`src/rtl/mux_pkg.sv`:
```
// Shared definitions for the channel mux: mode encodings, output FSM states, width helper.
package mux_pkg;

  localparam logic MODE_DIRECT = 1'b0;
  localparam logic MODE_SCAN   = 1'b1;

  typedef enum logic [1:0] {
    ST_IDLE   = 2'd0,
    ST_FULL   = 2'd1,
    ST_STREAM = 2'd2
  } state_t;

  function automatic int clog2(input int n);
    int r;
    r = 0;
    for (int i = 0; i < 31; i++) begin
      if ((1 << i) < n) r = i + 1;
    end
    return r;
  endfunction

endpackage

```
`src/rtl/mux_scan_ptr.sv`:
```
// Scan channel pointer wrapping at NCH-1; advances by one on adv, clr/rst force it to 0.
// Pointer is registered; clr has priority over adv.
module mux_scan_ptr
  import mux_pkg::*;
#(
  parameter int NCH = 8,
  localparam int SW = (clog2(NCH) < 1) ? 1 : clog2(NCH)
) (
  input  logic          clk,
  input  logic          rst,
  input  logic          clr,
  input  logic          adv,
  output logic [SW-1:0] ptr,
  output logic          last
);

  logic [SW-1:0] r_ptr;

  assign last = (r_ptr == SW'(NCH - 1));
  assign ptr  = r_ptr;

  // Explicit compare-and-wrap so non-power-of-2 NCH never visits unused codes.
  always_ff @(posedge clk) begin
    if (rst || clr) begin
      r_ptr <= '0;
    end else if (adv) begin
      r_ptr <= last ? '0 : r_ptr + 1'b1;
    end
  end

endmodule

```
`src/rtl/mux_scan_n.sv`:
```
// N-channel mux with registered output and valid/ready handshake; 1-cycle load-to-output latency.
// Sample is held while VLD=1 and RDY=0; a transfer and a load in the same cycle stream back-to-back.
module mux_scan_n
  import mux_pkg::*;
#(
  parameter int NCH = 8,
  parameter int W   = 1,
  localparam int SW = (clog2(NCH) < 1) ? 1 : clog2(NCH)
) (
  input  logic             clk,
  input  logic             rst,
  input  logic [NCH*W-1:0] I,
  input  logic [SW-1:0]    S,
  input  logic             EN,
  input  logic             MODE,
  input  logic             RDY,
  output logic [W-1:0]     Y,
  output logic [SW-1:0]    Y_CH,
  output logic             VLD,
  output logic             WRAP
);

  state_t        r_state;
  state_t        w_state_nxt;
  logic [W-1:0]  r_y;
  logic [SW-1:0] r_ych;
  logic          r_wrap;

  logic          w_scan;
  logic          w_ld;
  logic          w_xfer;
  logic          w_last;
  logic [SW-1:0] w_ptr;
  logic [SW-1:0] w_ch;
  logic [W-1:0]  w_dat;

  assign w_scan = (MODE == MODE_SCAN);
  assign VLD    = (r_state != ST_IDLE);
  assign w_xfer = VLD & RDY;
  assign w_ld   = EN & (~VLD | RDY);
  assign w_ch   = w_scan ? w_ptr : S;

  mux_scan_ptr #(
    .NCH (NCH)
  ) u_ptr (
    .clk  (clk),
    .rst  (rst),
    .clr  (~w_scan),
    .adv  (w_ld & w_scan),
    .ptr  (w_ptr),
    .last (w_last)
  );

  // Out-of-range selects match no channel and yield zero data.
  always_comb begin
    w_dat = '0;
    for (int k = 0; k < NCH; k++) begin
      if (w_ch == SW'(k)) w_dat = I[k*W +: W];
    end
  end

  always_comb begin
    w_state_nxt = r_state;
    case (r_state)
      ST_IDLE: begin
        if (w_ld) w_state_nxt = ST_FULL;
      end
      ST_FULL, ST_STREAM: begin
        if (w_xfer) w_state_nxt = w_ld ? ST_STREAM : ST_IDLE;
        else        w_state_nxt = ST_FULL;
      end
      default: w_state_nxt = ST_IDLE;
    endcase
  end

  always_ff @(posedge clk) begin
    if (rst) r_state <= ST_IDLE;
    else     r_state <= w_state_nxt;
  end

  // WRAP travels with the sample: held while stalled, dropped once the sample is consumed.
  always_ff @(posedge clk) begin
    if (rst) begin
      r_y    <= '0;
      r_ych  <= '0;
      r_wrap <= 1'b0;
    end else if (w_ld) begin
      r_y    <= w_dat;
      r_ych  <= w_ch;
      r_wrap <= w_scan & w_last;
    end else if (w_xfer) begin
      r_wrap <= 1'b0;
    end
  end

  assign Y    = r_y;
  assign Y_CH = r_ych;
  assign WRAP = r_wrap;

endmodule
```
`config.mk`:
```
export PLATFORM = sky130hd
export DESIGN_NAME = mux_scan_n
export DESIGN_NICKNAME = d
export VERILOG_FILES = /design/src/rtl/mux_pkg.sv /design/src/rtl/mux_scan_ptr.sv /design/src/rtl/mux_scan_n.sv
export SDC_FILE = /design/constraint.sdc
export NUM_CORES = 1
export LEC_CHECK = 0
export CAP_MARGIN = 5
export CORE_MARGIN = 3
export CORE_UTILIZATION = 25
export CTS_CLUSTER_DIAMETER = 40
export DETAILED_ROUTE_END_ITERATION = 8
export DONT_BUFFER_PORTS = 1
export PLACE_DENSITY = 0.42
export SLEW_MARGIN = 25
export SYNTH_ARGS = -nofsm -noshare
export SYNTH_HDL_FRONTEND = slang
export SYNTH_SLANG_ARGS = --single-unit
export TNS_END_PERCENT = 10
```
`constraint.sdc`:
```
create_clock -name clk -period 1.7 [get_ports clk]
set_clock_uncertainty 0.1 [all_clocks]
set_input_delay 0.17 -clock clk [delete_from_list [all_inputs] [get_ports clk]]
set_output_delay 0.17 -clock clk [all_outputs]
set_load 0.02 [all_outputs]
```
==> flow_metrics.env, run 1 <==
export IMPL_status="finished clean"
export IMPL_grt_max_degree=10
export IMPL_peakVddDrop_v=0.000324
export IMPL_p_int_w=0.000426
export IMPL_clock_sinks=10
export IMPL_ant_nets=0
export IMPL_setup_tns_final_ns=0
export IMPL_seqPwrFrac_pct=45.9
export IMPL_power_switching_w=0.000153
export IMPL_reg2reg_depth=5
export IMPL_tightest_slew_ns=0.303
export IMPL_grt_pass1_wl_um=2310
export IMPL_cts_tree="yes"
export IMPL_numCtsBuffers=3
export IMPL_p_per_area_nw_per_um2=812
export IMPL_vias=512
export IMPL_n_fill_cell=256
export IMPL_yosysUniqueCellTypes=28
export IMPL_power_frac_comb_pct=17.4
export IMPL_syn_area_per_cell_um2=8.41
export IMPL_dp_hpwl_um=1080
export IMPL_die_area_um2=3050
export IMPL_antenna_found_initial=0
export IMPL_drt_drc_violations_left=0
export IMPL_layout_commonest_cell="nor2_1"
export IMPL_maxCapViolCount=0
export IMPL_crit_buf_inv=0
export IMPL_wl_per_cell_um=13.2
export IMPL_clockBufferDepth=2
export IMPL_rsz0062_at_grt="false"
export IMPL_start_util_pct=26.9
export IMPL_synth_area_um2=606
export IMPL_p_leak_nw=0.272
export IMPL_drt_iter0_drc=11
export IMPL_ys_ff_latch=10
export IMPL_path_clk_slew_ns=0.07
export IMPL_areaGrowthSynthToFinish_pct=17.8
export IMPL_cts_root_buf="clkbuf_4"
export IMPL_gp_congestion=0.677
export IMPL_drive_above_1_share_pct=16.5
export IMPL_grt_overflow_total=0
export IMPL_avgViaCountPerCell=4.79
export IMPL_cp_max_fo=6
export IMPL_clkPwrFrac_pct=36.7
export IMPL_pin_count=22
export IMPL_worst_setup_path_start_kind="register"
export IMPL_placed_cell_area_um2=637
export IMPL_grt_pass1_vias=527
export IMPL_final_nets=100
export IMPL_hold_viol_final=0
export IMPL_fin_area_um2=713
export IMPL_yosysWarningCount=0
export IMPL_die_w_um=55.2
export IMPL_portBuffers=0
export IMPL_critPathArrivalTime_ns=1.65
export IMPL_cp_required_ns=1.78
export IMPL_relSlewSlack_pct=79.7
export IMPL_critPathCaptureType="register"
export IMPL_timing_final_crit_period_ns=1.58
export IMPL_diodes=0
export IMPL_crit_family="compound AO/OA/AOI/OAI gates"
export IMPL_syn_inst=72
export IMPL_path_cells="nand2_1 -> a32o_1 -> a221oi_2 -> o21bai_1 -> a311oi_2"
export IMPL_ys_seq_area_share_pct=33.1
export IMPL_drv_slew=0
export IMPL_fp_dieH_um=55.2
export IMPL_drt_pass1_iter_count=2
export IMPL_grt_usage_pct=9.77
export IMPL_fmax_ghz=0.635
export IMPL_path_depth=5
export IMPL_slowest_delay_ns=0.45
export IMPL_min_path_type="in -> reg"
export IMPL_htree_levels=1
export IMPL_fin_crit_sh_pct=92.7
export IMPL_worstSetupPathType="reg -> reg"
export IMPL_clock_latency_ns=0.26
export IMPL_core_area_um2=2250
export IMPL_swShare_pct=26.4
export IMPL_syn_nets=92
export IMPL_drt_wl_total_um=1410
export IMPL_mostFrequentLayoutCells="nor2_1 (12), dfxtp_1 (10), a21oi_1 (8), nand2_1 (7)"
export IMPL_fp_row_count=17
export IMPL_holdPathStages=2
export IMPL_finalSetupViolCount=0
export IMPL_cpMaxStageDelayCell="dfxtp_1"
[sequential cells by signal (all words and copies together) (netlist names)]
name,flops
Y,1
Y_CH,3
r_state,2
u_ptr.ptr,3
WRAP,1
[power by group through the flow]
| stage | registers [W] | logic (W) | clock network, W |
|---|---|---|---|
| 2_1_floorplan | 0.000269 | 0.0000819 | 0 |
| 4_1_cts | 0.000266 | 0.000102 | 0.000224 |
| 5_1_grt | 0.000268 | 0.000113 | 0.000231 |
| 6_report | 0.000266 | 0.000101 | 0.000212 |
| 3_5_place_dp | 0.000272 | 0.0000904 | 0 |
| 3_3_place_gp | 0.000272 | 0.0000894 | 0 |
[repair_timing]
| item | CTS | global route |
|---|---|---|
| endpoints found under the hold margin | 10 | 0 |
| gates resized for setup | 0 | 0 |
| hold buffers | 4 | 0 |
| setup endpoints to repair | 0 | 0 |
| buffers inserted | 0 | 0 |
[cell usage after synthesis]
library cell,instances,area share (%)
nor2_1,12,7.4
dfxtp_1,10,33
a21oi_1,8,6.6
nand2_1,7,4.3
ha_1,4,8.3
inv_1,3,1.9
nor2b_1,3,3.1
nor3_1,3,2.5
a211oi_1,2,2.5
nor3b_1,2,2.5
a221oi_2,1,2.5
a2bb2oi_1,1,1.4
a311oi_2,1,2.5
a32o_1,1,1.7
buf_1,1,0.62
buf_6,1,1.9
clkbuf_1,1,0.62
inv_2,1,0.62
mux2_2,1,1.9
mux2i_4,1,3.7
mux4_2,1,3.7
nand2_2,1,1.0
nand2b_1,1,1.0
nand3_1,1,0.83
nand4_1,1,1.0
o21ai_0,1,0.83
o21ai_1,1,0.83
o21bai_1,1,1.2
[cell type report]
| class | count | area [um^2] | share of cell area, % |
|---|---|---|---|
| Multi-Input combinational cell | 55 | 372 | 52.1 |
| Clock buffer | 4 | 36.3 | 5.09 |
| Inverter | 4 | 15.0 | 2.11 |
| Sequential cell | 10 | 200 | 28.1 |
| Tap cell | 28 | 35.0 | 4.91 |
| Timing Repair Buffer | 6 | 55.1 | 7.72 |
[cell families after synthesis]
kind of cell	share of synthesized area (%)
simple gates	23.8
compound gates	20.0
flops	33.1
buf+inv	5.58
fa+ha+maj	8.26
mux	9.30
[path summary, 6_finish.rpt]
kind,start,to,slack [ns]
hold / removal,rst,u_ptr.ptr[2],0.02
setup / recovery,u_ptr.ptr[0],Y,0.12
hold reg to reg,r_state[1],r_state[1],0.38
setup reg to reg,u_ptr.ptr[0],Y,0.12
[per-stage QoR]
step	cells	utilization [%]	hold WS (ns)	setup WS (ns)	total power [W]
floorplan	72	-	0.224	0.220	0.000351
global route	107	31.6	0.0421	0.0216	0.000612
finish	107	31.6	0.0214	0.125	0.000579
detailed placement	99	28.2	0.141	0.128	0.000362
global placement	99	28.2	0.139	0.153	0.000361
CTS	107	31.6	0.0142	0.110	0.000592
[routing by layer]
layer	vias up	track usage [%]	wire length, um
met2	21	14.2	631
met1	220	12.1	629
met3	4	2.10	99
li1	267	-	-
met5	-	0	0
met4	0	8.33	50
Note: power is estimated with default switching activity, not from simulation.
==> inputs of run 2 (changes only) <==
Settings changed: CTS_BUF_LIST set to sky130_fd_sc_hd__clkbuf_8.
==> flow_metrics.env, run 2 (synthesis results as in run 1) <==
export IMPL_cp_max_fo=6
export IMPL_fin_crit_sh_pct=92.4
export IMPL_cts_tree="yes"
export IMPL_p_per_area_nw_per_um2=912
export IMPL_grt_overflow_total=0
export IMPL_htree_levels=1
export IMPL_crit_buf_inv=0
export IMPL_gp_congestion=0.677
export IMPL_power_frac_comb_pct=14.9
export IMPL_p_int_w=0.000499
export IMPL_post_cts_buffers=0
export IMPL_drt_pass1_iter_count=4
export IMPL_pin_count=22
export IMPL_layout_commonest_cell="nor2_1"
export IMPL_core_area_um2=2250
export IMPL_placed_cell_area_um2=637
export IMPL_worstSetupPathType="reg -> reg"
export IMPL_rsz0062_at_grt="false"
export IMPL_drt_iter0_drc=2
export IMPL_grt_max_degree=10
export IMPL_cts_root_buf="clkbuf_8"
export IMPL_seqPwrFrac_pct=40.5
export IMPL_fmax_ghz=0.636
export IMPL_finalSetupViolCount=0
export IMPL_clock_latency_ns=0.23
export IMPL_fin_area_um2=722
export IMPL_clock_sinks=10
export IMPL_maxCapViolCount=0
export IMPL_areaGrowthSynthToFinish_pct=19.2
export IMPL_n_fill_cell=255
export IMPL_drive_above_1_share_pct=16.7
export IMPL_grt_usage_pct=9.63
export IMPL_wl_per_cell_um=13.2
export IMPL_hold_viol_final=0
export IMPL_final_nets=99
export IMPL_worst_setup_path_start_kind="register"
export IMPL_setup_tns_final_ns=0
export IMPL_path_clk_slew_ns=0.05
export IMPL_status="finished clean"
export IMPL_start_util_pct=26.9
export IMPL_peakVddDrop_v=0.000342
export IMPL_path_cells="nand2_1 -> a32o_1 -> a221oi_2 -> o21bai_1 -> a311oi_2"
export IMPL_drt_wl_total_um=1400
export IMPL_timing_final_crit_period_ns=1.57
export IMPL_die_w_um=55.2
export IMPL_antenna_found_initial=0
export IMPL_critPathArrivalTime_ns=1.62
export IMPL_drt_drc_violations_left=0
export IMPL_swShare_pct=24.2
export IMPL_critPathCaptureType="register"
export IMPL_crit_family="compound AO/OA/AOI/OAI gates"
export IMPL_cpMaxStageDelayCell="dfxtp_1"
export IMPL_fp_row_count=17
export IMPL_clkPwrFrac_pct=44.6
export IMPL_ant_nets=0
export IMPL_min_path_type="in -> reg"
export IMPL_die_area_um2=3050
export IMPL_portBuffers=0
export IMPL_avgViaCountPerCell=4.76
export IMPL_tightest_slew_ns=0.288
export IMPL_clockBufferDepth=2
export IMPL_grt_pass1_wl_um=2290
export IMPL_fp_dieH_um=55.2
export IMPL_numCtsBuffers=3
export IMPL_grt_pass1_vias=529
export IMPL_dp_hpwl_um=1080
export IMPL_slowest_delay_ns=0.45
export IMPL_vias=505
export IMPL_cp_required_ns=1.75
export IMPL_relSlewSlack_pct=80.7
export IMPL_diodes=0
export IMPL_mostFrequentLayoutCells="nor2_1 (12), dfxtp_1 (10), a21oi_1 (8), nand2_1 (7)"
export IMPL_power_switching_w=0.000160
export IMPL_drv_slew=0
export IMPL_p_leak_nw=0.275
[run 2: per-layer routing]
metal	share of wire (%)	vias up	global-route usage (%)
met5	0	-	0
met4	1.9	0	7.29
met3	7.2	2	2.80
met2	45	18	14.4
met1	46	218	11.5
li1	-	267	-
[run 2: power groups by stage]
stage	registers (W)	clock network [W]	logic (W)
2_1_floorplan	0.000269	0	0.0000819
3_3_place_gp	0.000272	0	0.0000894
3_5_place_dp	0.000272	0	0.0000904
4_1_cts	0.000267	0.000305	0.0000991
5_1_grt	0.000268	0.000320	0.000110
6_report	0.000267	0.000293	0.0000981
[run 2: path summary, 6_finish.rpt]
path / startpoint / endpoint / slack, ns / depth (start not counted)
setup / recovery: u_ptr.ptr[0] / Y / 0.13 / 5
hold / removal: EN / r_state[1] / 0.02 / 2
setup reg to reg: u_ptr.ptr[0] / Y / 0.13 / 5
hold reg to reg: r_state[1] / r_state[1] / 0.38 / 2
[run 2: stage by stage]
step	total power, W	utilization, %	setup slack, ns	instances	hold slack, ns
after floorplan	0.000351	-	0.220	72	0.224
after global placement	0.000361	28.2	0.153	99	0.139
after detailed placement	0.000362	28.2	0.128	99	0.141
after CTS	0.000671	32.0	0.113	106	0.0208
after global routing	0.000698	32.0	0.0269	106	0.0335
final	0.000658	32.0	0.128	106	0.0194
[run 2: area by class of cell]
| type | count | area [um^2] | area share (%) |
|---|---|---|---|
| clock buffer | 4 | 55.1 | 7.63 |
| sequential | 10 | 200 | 27.7 |
| multi-input combinational | 55 | 372 | 51.5 |
| timing repair buffer | 5 | 45.0 | 6.24 |
| inverter | 4 | 15.0 | 2.08 |
| tap | 28 | 35.0 | 4.85 |
[run 2: worst reg2reg max path, delay by kind of cell (launching register included)]
kind            cells  cell delay, ns
compound gates      4            0.86
flops               1            0.45
simple gates        1            0.08
[run 2: timing repair]
item / in CTS / in global routing
resized for setup: 0 / 0
hold buffers: 3 / 0
hold endpoints to repair: 7 / 0
==> inputs of run 3 (changes only) <==
Settings changed: SKIP_CTS_REPAIR_TIMING set to 1.
==> flow_metrics.env, run 3 (synthesis results as in run 1) <==
export IMPL_status="finished with violations"
export IMPL_violations="negative hold slack"
export IMPL_drive_above_1_share_pct=16.9
export IMPL_clockBufferDepth=2
export IMPL_fp_dieH_um=55.2
export IMPL_cp_max_fo=6
export IMPL_rsz0062_at_grt="false"
export IMPL_relSlewSlack_pct=80.1
export IMPL_drt_wl_total_um=1380
export IMPL_clock_latency_ns=0.23
export IMPL_grt_pass1_wl_um=2180
export IMPL_grt_pass1_vias=521
export IMPL_seqCellArea_um2=200
export IMPL_dp_hpwl_um=1080
export IMPL_core_area_um2=2250
export IMPL_vias=504
export IMPL_p_leak_nw=0.271
export IMPL_instances_no_fill=105
export IMPL_drt_drc_violations_left=0
export IMPL_critPathArrivalTime_ns=1.62
export IMPL_timing_final_crit_period_ns=1.57
export IMPL_die_area_um2=3050
export IMPL_cts_root_buf="clkbuf_8"
export IMPL_pin_count=22
export IMPL_setup_tns_final_ns=0
export IMPL_areaGrowthSynthToFinish_pct=17.6
export IMPL_drt_iter0_drc=2
export IMPL_htree_levels=1
export IMPL_holdWs_ns=-0.00106
export IMPL_placed_cells=99
export IMPL_fin_area_um2=712
export IMPL_min_path_type="in -> reg"
export IMPL_grt_usage_pct=9.05
export IMPL_diodes=0
export IMPL_worstSetupPathType="reg -> reg"
export IMPL_wl_per_cell_um=13.2
export IMPL_portBuffers=0
export IMPL_numCtsBuffers=3
export IMPL_final_nets=98
export IMPL_path_clk_slew_ns=0.05
export IMPL_fin_crit_sh_pct=92.5
export IMPL_layout_commonest_cell="nor2_1"
export IMPL_tightest_slew_ns=0.298
export IMPL_multi_input_area_um2=372
export IMPL_fmax_ghz=0.636
export IMPL_n_fill_cell=255
export IMPL_hold_viol_final=1
export IMPL_gp_congestion=0.677
export IMPL_cp_required_ns=1.75
export IMPL_finalSetupViolCount=0
export IMPL_cpMaxStageDelayCell="dfxtp_1"
export IMPL_die_w_um=55.2
export IMPL_worst_setup_path_start_kind="register"
export IMPL_cts_tree="yes"
export IMPL_slowest_delay_ns=0.45
export IMPL_placed_cell_area_um2=637
export IMPL_critPathCaptureType="register"
export IMPL_grt_max_degree=10
export IMPL_drv_slew=0
export IMPL_path_cells="nand2_1 -> a32o_1 -> a221oi_2 -> o21bai_1 -> a311oi_2"
export IMPL_grt_overflow_total=0
export IMPL_ant_nets=0
export IMPL_clock_sinks=10
export IMPL_start_util_pct=26.9
export IMPL_total_power_w=0.000657
export IMPL_avgViaCountPerCell=4.80
export IMPL_drt_pass1_iter_count=4
export IMPL_antenna_found_initial=0
export IMPL_p_per_area_nw_per_um2=922
export IMPL_mostFrequentLayoutCells="nor2_1 (12), dfxtp_1 (10), a21oi_1 (8), nand2_1 (7)"
export IMPL_peakVddDrop_v=0.000341
export IMPL_fp_row_count=17
export IMPL_maxCapViolCount=0
==> run 3: changes by cell type in the layout (fill, tap and decap cells not counted) <==
cell	delta
dlygate4sd3_1	-1
==> run 3: critical path: cells and delay by family (launching register included) <==
family | cells | cell delay, ns
AO/OA/AOI/OAI | 4 | 0.86
flip-flops | 1 | 0.45
AND/OR/NAND/NOR | 1 | 0.08
==> run 3: final cells by class <==
| class | instances | area share, % |
|---|---|---|
| multi-input cells | 55 | 52.2 |
| well taps | 28 | 4.92 |
| flip-flops and latches | 10 | 28.1 |
| clock buffers | 4 | 7.73 |
| inverters | 4 | 2.11 |
| repair buffers | 4 | 4.92 |
==> run 3: power breakdown <==
| group | total, W | internal (W) | leakage (nW) | switching, W |
|---|---|---|---|---|
| Sequential | 0.000267 | 0.000247 | 0.0819 | 0.0000195 |
| Clock | 0.000294 | 0.000203 | 0.0288 | 0.0000904 |
| Combinational | 0.0000961 | 0.0000467 | 0.160 | 0.0000495 |
==> run 3: final timing paths <==
path              depth (start not counted)          to  slack, ns         start
setup / recovery                          5           Y       0.13  u_ptr.ptr[0]
hold / removal                            2  r_state[1]     -0.001           RDY
setup reg to reg                          5           Y       0.13  u_ptr.ptr[0]
hold reg to reg                           2  r_state[1]       0.38    r_state[1]
==> run 3: through the flow <==
step	hold slack, ns	setup slack (ns)	utilization (%)
after global placement	0.139	0.153	28.2
after global routing	0.0114	0.0269	31.6
after CTS	-0.107	0.113	30.7
after floorplan	0.224	0.220	-
final	-0.00106	0.127	31.6
after detailed placement	0.141	0.128	28.2
==> run 3: layer usage <==
metal / GRT usage [%] / part of all wire [%] / up-vias
met5: 0 / 0 / -
met4: 7.29 / 2.0 / 0
met3: 3.04 / 7.7 / 2
met2: 13.9 / 44 / 19
met1: 10.1 / 46 / 218
li1: - / - / 265
==> RTL change 1 (config.mk and constraints of run 2) <==
`NCH` is set to 8 in 2 places; all go to 16.
--- a/src/rtl/mux_scan_ptr.sv
+++ b/src/rtl/mux_scan_ptr.sv
@@ -3,7 +3,7 @@
 module mux_scan_ptr
   import mux_pkg::*;
 #(
-  parameter int NCH = 8,
+  parameter int NCH = 16,
   localparam int SW = (clog2(NCH) < 1) ? 1 : clog2(NCH)
 ) (
   input  logic          clk,
--- a/src/rtl/mux_scan_n.sv
+++ b/src/rtl/mux_scan_n.sv
@@ -3,7 +3,7 @@
 module mux_scan_n
   import mux_pkg::*;
 #(
-  parameter int NCH = 8,
+  parameter int NCH = 16,
   parameter int W   = 1,
   localparam int SW = (clog2(NCH) < 1) ? 1 : clog2(NCH)
 ) (
Ports: changed (resized I, S and Y_CH); port bits go from 22 to 32. The function was not compared with the original's and may differ.
==> RTL change 1 against run 2 <==
  * Routed wire length increased by 58%
  * Sequential cell count increased by 2
  * Final area increased by 37%
  * Sequential share of layout area decreased by 3.4 points
  * Maximum frequency about the same
  * Power increased by 17%
  * Hold slack got worse by 0.0061 ns
  * Critical endpoint unchanged
  * Via count increased by 50%
  * Critical path type unchanged
  * Worst setup slack got worse by 0.00089 ns
  * Area after synthesis increased by 39%
==> RTL change 1: results (changes against run 2) <==
** Outcome
- Result of the run: complete, no violations (unchanged).

** Layout
- The antenna diode instance count was 0 (unchanged).
- Filler Cells Inserted :: 337 (was 255)
- The proportion of layout cells with a drive suffix above 1 is 20.75% (was 16.67%).
- The final net count is 135 (was 99).

** Timing
- Slew at the pin closest to its max-slew limit :: 0.4668 ns (was 0.2885 ns)

** Route
- Met1 WL :: 930 um (was 647 um)
- Met3 routed wirelength :: 126 um (was 101 um)
- Post-DR vias/cell :: 5.060 (was 4.764)
- Top Layer Used :: met4 (unchanged)
- The iteration-0 DRC count of the detailed router came to 30 (was 2).
- The overall routed net length came to 2217 um (was 1401 um).
- The total length of routed met2 wires is 1151 um (was 624 um).
- The length of the first detailed-routing pass in iterations was 4 (unchanged).

** Clock network
- Clock buffer depth :: 2 (unchanged)
- For the worst-skew pair, the clock arrives at the later sink with an insertion delay of 0.24 ns.
- Number of H-tree levels :: 1 (unchanged)
- The clock root buffer is clkbuf_8 (unchanged).
- Clock-pin slew was measured on the worst setup and hold paths at 0.06 ns.
- Cts bufs inserted :: 3 (unchanged)

** Place
- DP Wirelength :: 1737 um (was 1084 um)
- The instance area after placement is 902.1 sq um (was 636.9 sq um).
- The number of port buffers came to 0 (unchanged).
- The last weighted congestion value of the routability-driven placer was 0.7131 (was 0.6769).

** Yosys
- Proportion of register bits with asynchronous set or reset after synthesis :: 0% (unchanged)
- Top post-synthesis cells by count :: 12 x dfxtp_1, 11 x nor2_1, 9 x nand2_1 (was 12 x nor2_1, 10 x dfxtp_1, 8 x a21oi_1)
- Syn_nets :: 128 (was 92)
- The proportion of synthesized chip area in sequential cells was 28.49% (was 33.06%).
- Cells taking the most area after synthesis: dfxtp_1 28%, nor2_1 4.9%, a21oi_1 4.7% (was dfxtp_1 33%, ha_1 8.3%, nor2_1 7.4%).
- Post-synthesis cell type count :: 37 (was 28)
- Synthesis warning total :: 0 (unchanged)

** Power
- Peak VDD IR :: 0.0002434 V (was 0.0003416 V)
- The reported leakage power is 0.3545 nW (was 0.2751 nW).

** Global route
- The total routing resource utilization after global routing was 11.78% (was 9.627%).
- The via count of the first global-routing pass came to 748 (was 529).
- Number of antenna violations at the first check in global routing :: 0 (unchanged)
- First-pass GRT wire length :: 3767 um (was 2290 um)
- The pin count of the biggest net entering global routing is 12 (was 10).

** Setup path
- Data arrival time of the worst path :: 1.60 ns (was 1.62 ns)
- The cell with the biggest individual delay on the critical path is dfxtp_1 (unchanged).
- The maximum fanout encountered on the critical timing path came to 9 (was 6).
- Highest cell delay on the worst timing path :: 0.45 ns (about the same)
- The category of cells accounting for the largest share of critical-path delay was multiplexers (was compound AO/OA/AOI/OAI gates).

** Worst hold path
- The worst hold path class was in -> reg (unchanged).
RTL change 1: layer usage:
layer | global-route usage [%] | vias to the layer above
met1 | 14.19 | 348
met5 | 0 | -
met2 | 19.61 | 24
met3 | 3.163 | 2
met4 | 4.852 | 0
li1 | - | 385
RTL change 1: cell families (layout without fill, tap and decap cells):
family	after synthesis	after routing	share of synthesized area (%)
and+or+nand+nor	35	35	21.66
AOI/OAI and AO/OA	31	31	25.67
DFF	12	12	28.49
muxes	9	9	13.80
buffers and inverters	9	15	4.896
adders and majority gates	3	3	4.452
xor gates and xnor gates	1	1	1.039
RTL change 1: area by class of cell:
class                      instances  area share [%]
multi-input combinational         79           57.74
sequential                        12           24.37
clock buffer                       4           5.584
tap                               44           5.584
timing repair buffer               5           4.442
inverter                           6           2.284
RTL change 1: final timing paths:
kind	slack (ns)	startpoint	end	cells after the start
hold reg to reg	0.43	r_state[1]	r_state[1]	2
setup reg to reg	0.13	u_ptr.ptr[0]	Y	5
setup / recovery	0.13	u_ptr.ptr[0]	Y	5
hold / removal	0.01	RDY	r_state[1]	2
RTL change 1: metrics by stage:
step	hold slack (ns)	setup WS, ns	util (%)	cells
after detailed placement	0.1428	0.07791	28.84	144
final	0.01333	0.1276	31.52	150
after global placement	0.1416	0.09749	28.84	144
after floorplan	0.2371	0.08130	-	100
after global routing	0.003443	0.003765	31.52	150
after CTS	0.01223	0.06637	30.92	149
RTL change 1: report_power, final:
| part | switching [W] | internal [W] | total, W |
|---|---|---|---|
| Combinational | 0.0000737 | 0.0000641 | 0.000138 |
| Clock | 0.000106 | 0.000204 | 0.000310 |
| Sequential | 0.0000237 | 0.000296 | 0.000320 |
RTL change 1: repair_timing:
item,CTS,global route
endpoints found under the hold margin,7,0
gates resized for setup,0,3
endpoints found under the setup margin,0,4
setup buffers,0,0
hold buffers,1,0
==> RTL change 2 (flow settings as in run 2) <==
Without the edit above. Encoding of `state_t`: now one-hot (3 bits for 3 states).
--- a/src/rtl/mux_pkg.sv
+++ b/src/rtl/mux_pkg.sv
@@ -4,10 +4,10 @@
   localparam logic MODE_DIRECT = 1'b0;
   localparam logic MODE_SCAN   = 1'b1;
 
-  typedef enum logic [1:0] {
-    ST_IDLE   = 2'd0,
-    ST_FULL   = 2'd1,
-    ST_STREAM = 2'd2
+  typedef enum logic [2:0] {
+    ST_IDLE   = 3'b001,
+    ST_FULL   = 3'b010,
+    ST_STREAM = 3'b100
   } state_t;
 
   function automatic int clog2(input int n);
Function: same outputs for any inputs over 10 cycles, from zero or initial values and one cycle with rst high; not proved beyond that.
==> RTL change 2 against run 2 <==
  * Area after synthesis is 7.0% lower
  * Routed wire length shrank 13%
  * Sequential cell count up 1
  * Critical path depth is 1 lower
  * Final area shrank 8.8%
  * Cell count shrank 19%
  * Sequential power is 8.6% higher
  * Power fell by 6.2%
  * Largest cell class unchanged
  * Non-clock buffer count decreased by 2
  * Count of clock-buffer cells in the layout decreased by 1
  * Worst setup slack better by 0.063 ns
==> RTL change 2: results (changes against run 2) <==
** Yosys
- Seq/Total Area, Yosys :: 39.11% (was 33.06%)
- Top post-synthesis cells by count :: 11 x dfxtp_1, 11 x nor2_1, 8 x mux2i_1 (was 12 x nor2_1, 10 x dfxtp_1, 8 x a21oi_1)
- The cell count after synthesis was 54 (was 72).
- Cells taking the most area after synthesis :: dfxtp_1 39%, mux2i_1 14%, mux4_1 9.3% (was dfxtp_1 33%, ha_1 8.3%, nor2_1 7.4%)
- Post-synthesis cell type count :: 19 (was 28)

** Timing
- FMAX :: 0.6630 GHz (was 0.6363 GHz)
- Minimum hold slack :: 0.01527 ns (was 0.01944 ns)

** Global route
- The pin count of the biggest net entering global routing came to 12 (was 10).
- Number of global-route vias before repair :: 391 (was 529)
- The global routing met2 resource utilization came to 13.27% (was 14.36%).
- Met3 layer usage reported by global route :: 8.169% (was 2.804%)
- The total routing resource utilization after global routing was 9.994% (was 9.627%).
- First-pass GRT wire length :: 1876 um (was 2290 um)
- The met1 track demand over resource came to 11.04% (was 11.52%).

** Place
- Final RePlAce weighted congestion :: 0.5996 (was 0.6769)
- The instance area after placement is 603.1 sq um (was 636.9 sq um).
- Worst slack, placed :: 0.2027 ns (was 0.1282 ns)
- The post-DP HPWL was 938.2 um (was 1084 um).
- The count of placed standard cells including taps came to 81 (was 99).

** Setup path
- Critical path origin :: u_ptr.ptr[2] (was u_ptr.ptr[0])
- The cell with the biggest individual delay on the critical path is mux4_1 (was dfxtp_1).
- The largest stage delay on the critical path came to 0.53 ns (was 0.45 ns).
- The maximum fanout encountered on the critical timing path came to 3 (was 6).

** Outcome
- Result of the run: complete, no violations (unchanged).

** Layout
- Fraction of layout cells with a size suffix above 1 :: 11.86% (was 16.67%)
- The final-layout fill cell count is 218 (was 255).
- Combined area of the multi-input logic cells :: 330.3 sq um (was 371.6 sq um)

** Route
- The mean number of vias per cell was 4.791 (was 4.764).
- DR WL/cell :: 14.16 um (was 13.22 um)
- The iteration-0 DRC count of the detailed router came to 6 (was 2).
- The total length of routed met2 wires was 531 um (was 624 um).
- The overall routed net length is 1218 um (was 1401 um).

** Worst hold path
- Worst min-delay path startpoint :: MODE (was EN)
- WHS Endpoint :: WRAP (was r_state[1])

** Power
- Leakage power total :: 0.2850 nW (was 0.2751 nW)
## RTL change 2: cell types whose count changed after synthesis, moves of 3 or more
cell     before  now
a21oi_1       8    2
nor2b_1       3    0
nor3_1        3    0
mux2i_1       0    8
nand2_1       7    0
## RTL change 2: power breakdown
group          total (W)  switching [W]  internal (W)  leakage (nW)
clock           0.000249      0.0000908      0.000158        0.0269
combinational  0.0000793      0.0000375     0.0000418         0.168
sequential      0.000290      0.0000185      0.000271        0.0900
## RTL change 2: kinds of logic after synthesis
kind of cell	count (synthesis)	synth area share, %
AND/OR/NAND/NOR	19	18.00
multiplexers	11	26.22
flip-flops	11	39.11
buffers and inverters	3	2.220
adder cells (fa/ha/maj)	2	4.444
AO/OA/AOI/OAI	8	10.00
## RTL change 2: cell type report
class	instances	area share (%)
clock buffers	3	6.274
clock inverters	1	0.5703
inverters	1	0.5703
multi-input cells	40	50.19
flip-flops and latches	11	33.46
well taps	27	5.133
repair buffers	3	3.802
